**src/rtl/lut_ram_fifo.sv**
```systemverilog
// 16-entry first-word-fall-through FIFO on distributed LUT RAM (one 16x1 dual-port cell per bit).
// Write port addressed by wr_ptr, asynchronous read port addressed by rd_ptr.
module lut_ram_fifo #(
  parameter int unsigned WIDTH       = 8,
  parameter int unsigned ALMOST_FULL = 12
) (
  input  logic             clk,
  input  logic             reset,
  input  logic             flush,
  input  logic [WIDTH-1:0] in_data,
  input  logic             in_valid,
  output logic             in_ready,
  output logic [WIDTH-1:0] out_data,
  output logic             out_valid,
  input  logic             out_ready,
  output logic [4:0]       count,
  output logic             almost_full
);

  logic [3:0] wr_ptr_q, wr_ptr_d;
  logic [3:0] rd_ptr_q, rd_ptr_d;
  logic [4:0] count_q, count_d;
  logic       almost_full_q, almost_full_d;
  logic       push, pop, we;

  assign in_ready    = (count_q != 5'd16);
  assign out_valid   = (count_q != 5'd0);
  assign push        = in_valid & in_ready;
  assign pop         = out_valid & out_ready;
  assign we          = push & ~flush;
  assign count       = count_q;
  assign almost_full = almost_full_q;

  always_comb begin
    wr_ptr_d = wr_ptr_q;
    rd_ptr_d = rd_ptr_q;
    count_d  = count_q;
    if (flush) begin
      wr_ptr_d = 4'd0;
      rd_ptr_d = 4'd0;
      count_d  = 5'd0;
    end else begin
      if (push) wr_ptr_d = wr_ptr_q + 4'd1;
      if (pop)  rd_ptr_d = rd_ptr_q + 4'd1;
      unique case ({push, pop})
        2'b10:   count_d = count_q + 5'd1;
        2'b01:   count_d = count_q - 5'd1;
        default: count_d = count_q;
      endcase
    end
    // Registered from next-count so the flag never lags count.
    almost_full_d = (count_d >= 5'(ALMOST_FULL));
  end

  always_ff @(posedge clk or posedge reset) begin
    if (reset) begin
      wr_ptr_q      <= 4'd0;
      rd_ptr_q      <= 4'd0;
      count_q       <= 5'd0;
      almost_full_q <= 1'b0;
    end else begin
      wr_ptr_q      <= wr_ptr_d;
      rd_ptr_q      <= rd_ptr_d;
      count_q       <= count_d;
      almost_full_q <= almost_full_d;
    end
  end

  // One 16x1 dual-port RAM per data bit; contents are deliberately not reset.
  for (genvar b = 0; b < int'(WIDTH); b++) begin : g_ram
    logic [15:0] mem;
    always_ff @(posedge clk) begin
      if (we) mem[wr_ptr_q] <= in_data[b];
    end
    assign out_data[b] = mem[rd_ptr_q];
  end

endmodule

```
**config.mk**
```make
export PLATFORM = sky130hd
export DESIGN_NAME = lut_ram_fifo
export DESIGN_NICKNAME = d
export VERILOG_FILES = /design/src/rtl/lut_ram_fifo.sv
export SDC_FILE = /design/constraint.sdc
export NUM_CORES = 1
export LEC_CHECK = 0
export CELL_PAD_IN_SITES_DETAIL_PLACEMENT = 1
export CELL_PAD_IN_SITES_GLOBAL_PLACEMENT = 1
export CORE_ASPECT_RATIO = 1.25
export CORE_UTILIZATION = 45
export DETAILED_ROUTE_END_ITERATION = 7
export PLACE_DENSITY_LB_ADDON = 0.1
export SLEW_MARGIN = 20
export SYNTH_ARGS = -nofsm -noshare
export SYNTH_HDL_FRONTEND = slang
export SYNTH_SLANG_ARGS = --single-unit
```
**constraint.sdc**
```tcl
create_clock -name clk -period 3.8 [get_ports clk]
set_input_delay 0.95 -clock clk [delete_from_list [all_inputs] [get_ports clk]]
set_output_delay 0.95 -clock clk [all_outputs]
set_load 0.01 [all_outputs]
```
==> key figures <==
Placement
  • Post-Place Cells: 496
  • Buffers added on ports: 28
  • Gpl congestion: 0.7792
  • Detail Placement HPWL: 8.044 mm

CTS
  • CTS clk-pin slew, worst paths: 0.06 ns
  • CTS buffer count: 17
  • Post-CTS setup buffers: 0
  • Clock latency on the worst-skew pair: 0.42 ns
  • # hold bufs at CTS: 0
  • CTS tree: built
  • Sink Count: 142
  • Post-CTS sizing: 0
  • H-tree levels: 4
  • Root Driver: clkbuf_16
  • Clock Tree Buf Depth: 2

Floorplanning
  • Die ar.: 13470 um^2
  • Site Rows: 46
  • Die width: 104.0 um
  • I/O Pins: 29
  • Core area: 12660 um^2
  • Initial Utilization: 0.4622
  • Die height: 129.5 um

Logic synthesis
  • Post-Syn Instances: 291
  • Synth cell count leaders: edfxtp_1 (128), nor2_1 (32), mux4_2 (21)
  • Leading area contributor after synthesis: edfxtp_1
  • Synth Net Count: 312
  • Seq/Total Area, Yosys: 0.7167
  • EDFF count, synth: 128
  • Post-Syn Area: 5852 um^2
  • Count leader, synth: edfxtp_1
  • Synth cell types: 33
  • Seq cells post-synth: 142
  • Synth Area per Inst: 20.11 um^2
  • Area contributors post-synth: edfxtp_1 (66%), mux4_1 (8.5%), mux4_2 (8.1%)
  • Top FF cell, synth: edfxtp_1
  • Post-synth top area share: 0.6568
  • Synth Warn #: 0
  • Share of flip-flops with an asynchronous set or reset: 0.09859

Critical path
  • Worst path cell trace: buf_4 > mux4_1 > mux4_2 > clkdlybuf4s50_1
  • Crit end category: primary output
  • Crit start category: register
  • Worst path bufs/invs: 2
  • Cell family with most CP delay: multiplexers
  • WS Path Type: reg -> out
  • Flop2flop setup slack: 0.65 ns
  • CP max FO: 14
  • Worst EP arrival: 2.73 ns
  • CP max stage delay: 0.62 ns
  • Worst path required time: 2.85 ns
  • Worst path slowest cell: mux4_1

STA
  • Final Cycle Share: 0.9689
  • RSZ-0062 raised after global routing: no
  • Fin. max-slew vios: 0
  • Rel. slew slack: 0.5316
  • Fmax: 271.6 MHz
  • Pin slew with the least headroom to its limit: 0.6999 ns
  • Worst Skew: 0.01178 ns
  • Hold Fails Final Rpt: 0
  • Setup_tns: 0 ns
  • Tmin final: 3.682 ns
  • Final setup viols: 0

Detailed routing
  • DRT antenna net count: 0
  • Final wirelength: 12.72 mm
  • Drt initial violations: 121
  • DRC viols: 0
  • Vias post-DR: 2905
  • First drt pass iteration count: 4
  • DR WL/cell: 24.10 um
  • Vias/cell: 5.502

Finish
  • Diode count: 0
  • Fraction of layout cells with a size suffix above 1: 0.2250
  • Nets: 368
  • P&R area growth vs syn: 21.04%
  • Final Non-Filler Cells: 528

GRT
  • Global-route wire length before repair: 19.18 mm
  • Vias in the first global route: 3078
  • Largest net degree at the start of global routing: 33
  • GRT Util Overall: 0.2057
  • Grt ovf: 0
  • Antenna violations before repair: 0

Power and ir drop
  • Static Leak: 2.411 nW
  • Cell Pwr Density: 631.9 nW/um^2
  • Worst IR drop on VDD: 0.3369 mV

Hold path
  • Hold Crit Class: reg -> reg

Flow run
  • Max-Cap Viols: 0

Run status
  • Status: complete, no violations
-- layout by cell type, fill, tap and decap left out, types with 2 or more instances in the layout --
| cell | instances |
|---|---|
| nand2_1 | 8 |
| or3b_2 | 2 |
| edfxtp_1 | 128 |
| mux4_2 | 21 |
| clkdlybuf4s50_1 | 28 |
| clkbuf_8 | 3 |
| nand4_1 | 2 |
| nor2b_1 | 2 |
| xnor2_1 | 4 |
| xor2_1 | 7 |
| a21oi_1 | 5 |
| inv_1 | 6 |
| inv_4 | 2 |
| nor2_1 | 32 |
| mux2i_1 | 3 |
| clkbuf_16 | 22 |
| buf_12 | 2 |
| nand3b_1 | 2 |
| dfrtp_1 | 13 |
| clkinv_2 | 2 |
| buf_4 | 22 |
| ha_1 | 8 |
| mux4_1 | 19 |
-- metal layers --
layer  up-vias  global-route usage  part of all wire
li1       1293                   -                 -
met1      1523              0.2600              0.43
met2        71              0.3510              0.51
met3        18             0.04879             0.046
met4         0             0.07311             0.016
met5         -                   0                 0
-- area by class of cell --
cell class,count,area (um^2)
sequential,142,4195
clock buffer,26,595.6
clock inverter,6,35.03
inverter,6,22.52
timing repair buffer,52,485.5
tap,168,210.2
fill,1146,5579
multi-input combinational,128,1539
-- per-stage QoR --
| step | cell area (um^2) | util | power, mW | hold WS, ns | worst slack, ns |
|---|---|---|---|---|---|
| after global placement | 6452 | 0.5096 | 2.807 | 0.5932 | 0.3862 |
| after floorplan | 5852 | - | 2.484 | 0.5526 | 0.6701 |
| after CTS | 7083 | 0.5594 | 4.517 | 0.6242 | 0.08581 |
| final | 7083 | 0.5594 | 4.476 | 0.6224 | 0.1182 |
| after detailed placement | 6452 | 0.5096 | 2.821 | 0.6098 | 0.2677 |
| after global routing | 7083 | 0.5594 | 4.633 | 0.6487 | 0.03434 |
-- registers in the layout (all words and copies together) (netlist names) --
register,cells
rd_ptr_q,4
wr_ptr_q,4
count,5
g_ram.mem,128
almost_full,1
-- where the power goes --
part           switching (mW)  leakage (nW)  internal [mW]
registers              0.0694          1.34           1.76
logic                   0.434         0.752          0.512
clock network           0.618         0.316           1.08
total                    1.12          2.41           3.35
-- final timing paths --
| path | cells after the start | end | startpoint |
|---|---|---|---|
| max | 4 | out_data[2] | rd_ptr_q[0] |
| min | 2 | wr_ptr_q[3] | wr_ptr_q[3] |
| max reg2reg | 11 | almost_full | count[1] |
| min reg2reg | 2 | wr_ptr_q[3] | wr_ptr_q[3] |
| max in group asynchronous | 2 | rd_ptr_q[0] | reset |
| min in group asynchronous | 2 | rd_ptr_q[1] | reset |
-- worst min-delay path, stage by stage (launching register included) --
cell     delay, ns
dfrtp_1       0.42
xor2_1        0.09
nor2_1        0.07
-- cell families (layout without fill, tap and decap cells) --
| group | count (synthesis) | after routing | share of synthesized area |
|---|---|---|---|
| flip-flops | 142 | 142 | 0.7167 |
| buffers and inverters | 21 | 90 | 0.02031 |
| XOR/XNOR | 11 | 11 | 0.01646 |
| AO/OA/AOI/OAI | 12 | 12 | 0.01433 |
| adder cells (fa/ha/maj) | 8 | 8 | 0.01711 |
| multiplexers | 43 | 43 | 0.1713 |
| AND/OR/NAND/NOR | 54 | 54 | 0.04383 |
No activity file was read; power rests on OpenSTA's default activity.
